File: config.mk
export PLATFORM = sky130hd
export DESIGN_NAME = mul8_seq_flat
export DESIGN_NICKNAME = d
export VERILOG_FILES = /design/src/rtl/mul8_seq_pkg.sv /design/src/rtl/mul8_seq_if.sv /design/src/rtl/array_multi.sv /design/src/rtl/mul8_seq.sv /design/src/flat_wrapper.sv
export SDC_FILE = /design/constraint.sdc
export NUM_CORES = 1
export LEC_CHECK = 0
export ABC_AREA = 1
export CAP_MARGIN = 5
export CORE_UTILIZATION = 58
export CTS_BUF_LIST = sky130_fd_sc_hd__clkbuf_2
export CTS_CLUSTER_SIZE = 40
export DETAILED_ROUTE_END_ITERATION = 6
export GPL_TIMING_DRIVEN = 0
export PLACE_DENSITY = 0.82
export SETUP_SLACK_MARGIN = 0.15
export SLEW_MARGIN = 40
export SYNTH_ARGS = -nofsm -noshare
export SYNTH_HDL_FRONTEND = slang
export SYNTH_SLANG_ARGS = --single-unit
File: constraint.sdc
create_clock -name clk -period 5.1 [get_ports clk]
set_input_delay 1.275 -clock clk [delete_from_list [all_inputs] [get_ports clk]]
set_output_delay 1.275 -clock clk [all_outputs]
set_load 0.1 [all_outputs]
File: src/rtl/mul8_seq_pkg.sv
// Shared constants and types for the 8x8 sequential multiplier built on a 4x4 array core.
package mul8_seq_pkg;

  localparam int NIB_W  = 4;
  localparam int OP_W   = 8;
  localparam int PROD_W = 2 * OP_W;

  localparam logic [1:0] LAST_STEP = 2'd3;

  typedef enum logic [1:0] {
    IDLE = 2'd0,
    CALC = 2'd1,
    DONE = 2'd2
  } state_e;

  // Left shift applied to each nibble product, indexed by step.
  localparam logic [3:0] STEP_SHIFT [0:3] = '{4'd0, 4'd4, 4'd4, 4'd8};

endpackage

File: src/rtl/mul8_seq_if.sv
// Operand/result handshake bundle between a requester (master) and the multiplier (slave).
interface mul8_seq_if;
  import mul8_seq_pkg::*;

  logic              start_valid;
  logic              start_ready;
  logic [OP_W-1:0]   a;
  logic [OP_W-1:0]   b;
  logic              abort;
  logic              res_valid;
  logic              res_ready;
  logic [PROD_W-1:0] product;
  logic              busy;

  modport master (
    output start_valid, a, b, abort, res_ready,
    input  start_ready, res_valid, product, busy
  );

  modport slave (
    input  start_valid, a, b, abort, res_ready,
    output start_ready, res_valid, product, busy
  );

endinterface

File: src/rtl/array_multi.sv
// Combinational 4x4 unsigned array multiplier; zero latency, no flow control.
module array_multi
  import mul8_seq_pkg::*;
(
  input  logic [NIB_W-1:0]   a,
  input  logic [NIB_W-1:0]   b,
  output logic [2*NIB_W-1:0] p
);

  always_comb begin
    p = '0;
    for (int i = 0; i < NIB_W; i++) begin
      p = p + ({{NIB_W{1'b0}}, (a & {NIB_W{b[i]}})} << i);
    end
  end

endmodule

File: src/rtl/mul8_seq.sv
// 8x8 unsigned multiplier time-sharing one 4x4 core: result 4 edges after accept,
// held in DONE until res_ready (or abort); start_ready only in IDLE.
module mul8_seq
  import mul8_seq_pkg::*;
(
  input  logic     clk,
  input  logic     rst,
  mul8_seq_if.slave bus
);

  state_e              state;
  logic [1:0]          step;
  logic [OP_W-1:0]     a_q;
  logic [OP_W-1:0]     b_q;
  logic [PROD_W-1:0]   acc;
  logic [PROD_W-1:0]   prod_q;
  logic [NIB_W-1:0]    a_nib;
  logic [NIB_W-1:0]    b_nib;
  logic [2*NIB_W-1:0]  nib_prod;
  logic [PROD_W-1:0]   acc_next;

  // step[1] picks the a nibble, step[0] the b nibble: lo*lo, lo*hi, hi*lo, hi*hi.
  assign a_nib = step[1] ? a_q[OP_W-1:NIB_W] : a_q[NIB_W-1:0];
  assign b_nib = step[0] ? b_q[OP_W-1:NIB_W] : b_q[NIB_W-1:0];

  array_multi u_array_multi (
    .a (a_nib),
    .b (b_nib),
    .p (nib_prod)
  );

  assign acc_next = acc + ({{(PROD_W-2*NIB_W){1'b0}}, nib_prod} << STEP_SHIFT[step]);

  assign bus.start_ready = (state == IDLE);
  assign bus.res_valid   = (state == DONE);
  assign bus.busy        = (state != IDLE);
  assign bus.product     = prod_q;

  always_ff @(posedge clk or posedge rst) begin
    if (rst) begin
      state  <= IDLE;
      step   <= 2'd0;
      a_q    <= '0;
      b_q    <= '0;
      acc    <= '0;
      prod_q <= '0;
    end else begin
      case (state)
        IDLE: begin
          if (bus.start_valid && bus.start_ready) begin
            a_q   <= bus.a;
            b_q   <= bus.b;
            acc   <= '0;
            step  <= 2'd0;
            state <= CALC;
          end
        end
        CALC: begin
          if (bus.abort) begin
            state <= IDLE;
          end else begin
            acc  <= acc_next;
            step <= step + 2'd1;
            if (step == LAST_STEP) begin
              prod_q <= acc_next;
              state  <= DONE;
            end
          end
        end
        DONE: begin
          // abort together with res_ready is still a completed handshake; both lead to IDLE.
          if (bus.res_ready || bus.abort) begin
            state <= IDLE;
          end
        end
        default: state <= IDLE;
      endcase
    end
  end

endmodule

File: src/flat_wrapper.sv
// flat-port wrapper written by rule: the top's interface ports become plain ports
module mul8_seq_flat import mul8_seq_pkg::*;
  (clk, rst, bus_start_valid, bus_a, bus_b, bus_abort, bus_res_ready, bus_start_ready, bus_res_valid, bus_product, bus_busy);
  mul8_seq_if bus_i ();
  input  logic clk;
  input  logic rst;
  input wire logic [$bits(bus_i.start_valid)-1:0] bus_start_valid;
  input wire logic [$bits(bus_i.a)-1:0] bus_a;
  input wire logic [$bits(bus_i.b)-1:0] bus_b;
  input wire logic [$bits(bus_i.abort)-1:0] bus_abort;
  input wire logic [$bits(bus_i.res_ready)-1:0] bus_res_ready;
  output wire logic [$bits(bus_i.start_ready)-1:0] bus_start_ready;
  output wire logic [$bits(bus_i.res_valid)-1:0] bus_res_valid;
  output wire logic [$bits(bus_i.product)-1:0] bus_product;
  output wire logic [$bits(bus_i.busy)-1:0] bus_busy;
  assign bus_i.start_valid = bus_start_valid;
  assign bus_i.a = bus_a;
  assign bus_i.b = bus_b;
  assign bus_i.abort = bus_abort;
  assign bus_i.res_ready = bus_res_ready;
  assign bus_start_ready = bus_i.start_ready;
  assign bus_res_valid = bus_i.res_valid;
  assign bus_product = bus_i.product;
  assign bus_busy = bus_i.busy;
  mul8_seq u_core (.clk(clk), .rst(rst), .bus(bus_i));
endmodule
==> metrics <==
clock tree sinks=52; die width=80.6 µm; clock latency at the later pin of the worst-skew pair=480 ps; average footprint of a synthesized cell=7.48 µm²; total via count in the routed design=3252; largest fanout on the critical path=8; proportion of layout cells with a drive suffix above 1=14.2%; global-route met3 utilization=6.02%; Die ar.=0.00650 mm²; highest-count cells in the layout ignoring fill and taps=nand2_1, inv_1, dfrtp_1; detailed-route vias per instance=5.39; GP Congestion=0.899; maximum buffer depth of the clock tree=2; top cells by area, synth=dfrtp_1, nand2_1, ha_1; final setup violating endpoints=0; run status=finished clean; overall fraction of global-route tracks in use=27.6%; diodes inserted=0; number of buffers inserted during clock tree synthesis=5; post-synthesis instance total=479; core region area=0.00596 mm²; type of the worst min-delay path=register to register; Cell Area, Placed=0.00400 mm²; post-layout instance area=0.00416 mm²; share of the clock period used by the worst path after layout=91.3%; post-layout min period=4660 ps; maximum clock frequency=215 MHz; count of standard-cell rows=28; max cap viols=0; number of global-route vias before repair=2950; worst slew margin relative to its limit=67.7%; Final ANT Viol Nets=0; total gr overflow=0; share of the synthesized area in the top cell type=36.3%; critical path type=register to register; WL/cell=13.5 µm; met2 demand-to-capacity share in global routing=42.9%; count of fill cells added during filler insertion=499; post-CTS clock slew at the launch and capture registers of the worst setup and hold paths=270 ps; layout net count=578; hold violation total from the final report=0; Synthesized Nets=530; global-route wire length before repair=13.5 mm; maximum number of pins on one net before global-route repair=31; DPL Wire Length=6.40 mm; starting density of the core=60.2%; number of antenna violations at the first check in global routing=0; #FFs+latches synth=52; IO buf count=39; WL final=8.11 mm; critical path endpoint category=register; H-tree lvl count=2; total count of max-transition violations in the final report=0; final clock skew=36.5 ps; DRC=0; slew at the pin closest to its max-slew limit=488 ps; met1 track utilization from global routing=38.5%; leading cell type in the layout, fill and taps excluded=nand2_1; unrepaired setup endpoints after global routing=false; number of unique standard cell types used by synthesis=36; most area-hungry cell type in the Yosys netlist=dfrtp_1; library cell used as clock root buffer=clkbuf_2; sequential-to-total area share from yosys stat=36.3%; endpoint arrival time on the critical path=5050 ps; Netlist Area Pre-Place=0.00358 mm²; floorplan die height=80.6 µm; synthesis warning total=0; Total Negative Setup Slacks=0 ps; kind of start point of the critical path=register; layout overhead on the synthesized area=16.1%; clock tree from TritonCTS=built; number of top-level design ports=40; most heavily used metal layer in global routing=met2; number of detailed-routing iterations run before antenna repair=5; number of DRC markers in iteration 0=241; Required @ worst endpoint=5490 ps
[cells in the mapped netlist]
library cell	count
inv_2	4
nand2_4	2
mux2_4	5
nor2_2	1
clkbuf_1	1
o21ai_0	15
o22ai_1	4
nand2_1	155
nand4_1	3
inv_1	56
buf_4	1
xnor2_1	2
nor2_4	2
fa_1	6
mux2_2	4
or2_2	5
nand2_2	2
ha_1	24
and2_1	1
nor3_1	2
nand3b_1	2
buf_6	3
or2_1	1
nand3_1	37
a31oi_1	1
xor2_1	7
mux2i_1	1
nor2_1	41
o41ai_1	1
o21ai_1	8
buf_2	6
or2_0	1
and3_1	1
a21oi_1	21
dfrtp_1	52
o21bai_1	1
[worst paths after layout]
kind                                                    from                                 to  slack (ps)  depth (start not counted)
setup reg to reg                  u_core.step[1]$_DFFE_PP0P_         u_core.acc[11]$_DFFE_PP0P_         440                         26
hold reg to reg            u_core.bus.product[9]$_DFFE_PP0P_  u_core.bus.product[9]$_DFFE_PP0P_         510                          2
setup / recovery                  u_core.step[1]$_DFFE_PP0P_         u_core.acc[11]$_DFFE_PP0P_         440                         26
min in group asynchronous                                rst          u_core.acc[2]$_DFFE_PP0P_        1050                          2
hold / removal             u_core.bus.product[9]$_DFFE_PP0P_  u_core.bus.product[9]$_DFFE_PP0P_         510                          2
max in group asynchronous                                rst         u_core.step[0]$_DFFE_PP0P_        3570                          3
[stage by stage]
stage	setup slack [ps]	hold slack [ps]	utilization, %	instances
final	443	508	69.8	603
after global routing	126	546	69.8	603
after CTS	243	518	68.2	602
after detailed placement	139	462	67.1	594
after global placement	231	463	68.3	593
after floorplan	753	455	-	479
[routing by layer]
layer  vias to the layer above  wire length, µm  part of all wire [%]
li1                       1619                -                     -
met1                      1514             3930                    48
met2                       106             3580                    44
met3                        13              488                   6.0
met4                         0              121                   1.5
met5                         -                0                     0
[cell families (layout without fill, tap and decap cells)]
kind of cell	after synthesis	after routing	share of synthesized area, %
muxes	10	10	3.63
and+or+nand+nor	256	256	30.3
adders and majority gates	30	30	11.7
DFF	52	52	36.3
buffers and inverters	71	120	8.38
AOI/OAI and AO/OA	51	51	7.47
xor gates and xnor gates	9	9	2.20
[state kept, by name, indices dropped and copies added, names as in the netlist]
register	count
u_core.acc	16
u_core.bus.product	16
u_core.a_q	8
u_core.b_q	8
u_core.state	2
u_core.step	2
[critical path, cell delays in order (launching register included)]
cell,delay [ps]
dfrtp_1,420
buf_6,160
mux2i_4,300
nor2_1,70
ha_1,350
nand2_1,90
nand2_1,50
a31oi_1,180
xor2_1,120
fa_1,540
inv_1,70
fa_1,470
xor2_1,160
inv_1,80
nand2_1,50
o21ai_0,140
nor2_1,130
ha_4,330
nand2_1,100
nor2_1,110
nand3_1,140
nand2_2,150
nand3_1,110
nand2_1,80
nand2_1,60
nand3_1,70
nand2_1,60
[final cells by class]
type	instances	area (µm²)	area share [%]
clock inverter	3	42.5	1.02
multi-input combinational	356	2060	49.6
tap	75	93.8	2.26
clock buffer	5	25.0	0.602
buffer	11	83.8	2.02
timing repair buffer	41	323	7.76
inverter	60	228	5.48
sequential	52	1300	31.3
[what timing repair did]
action | 4_1_cts | 5_1_grt
pin swaps | 0 | 3
gates resized for setup | 1 | 21
setup endpoints to repair | 5 | 20
setup buffers | 0 | 1
hold buffers | 0 | 0
Power is left out: the tool's default activity adds up to more than one toggle a clock period on the data nets, which glitch-free logic cannot reach.
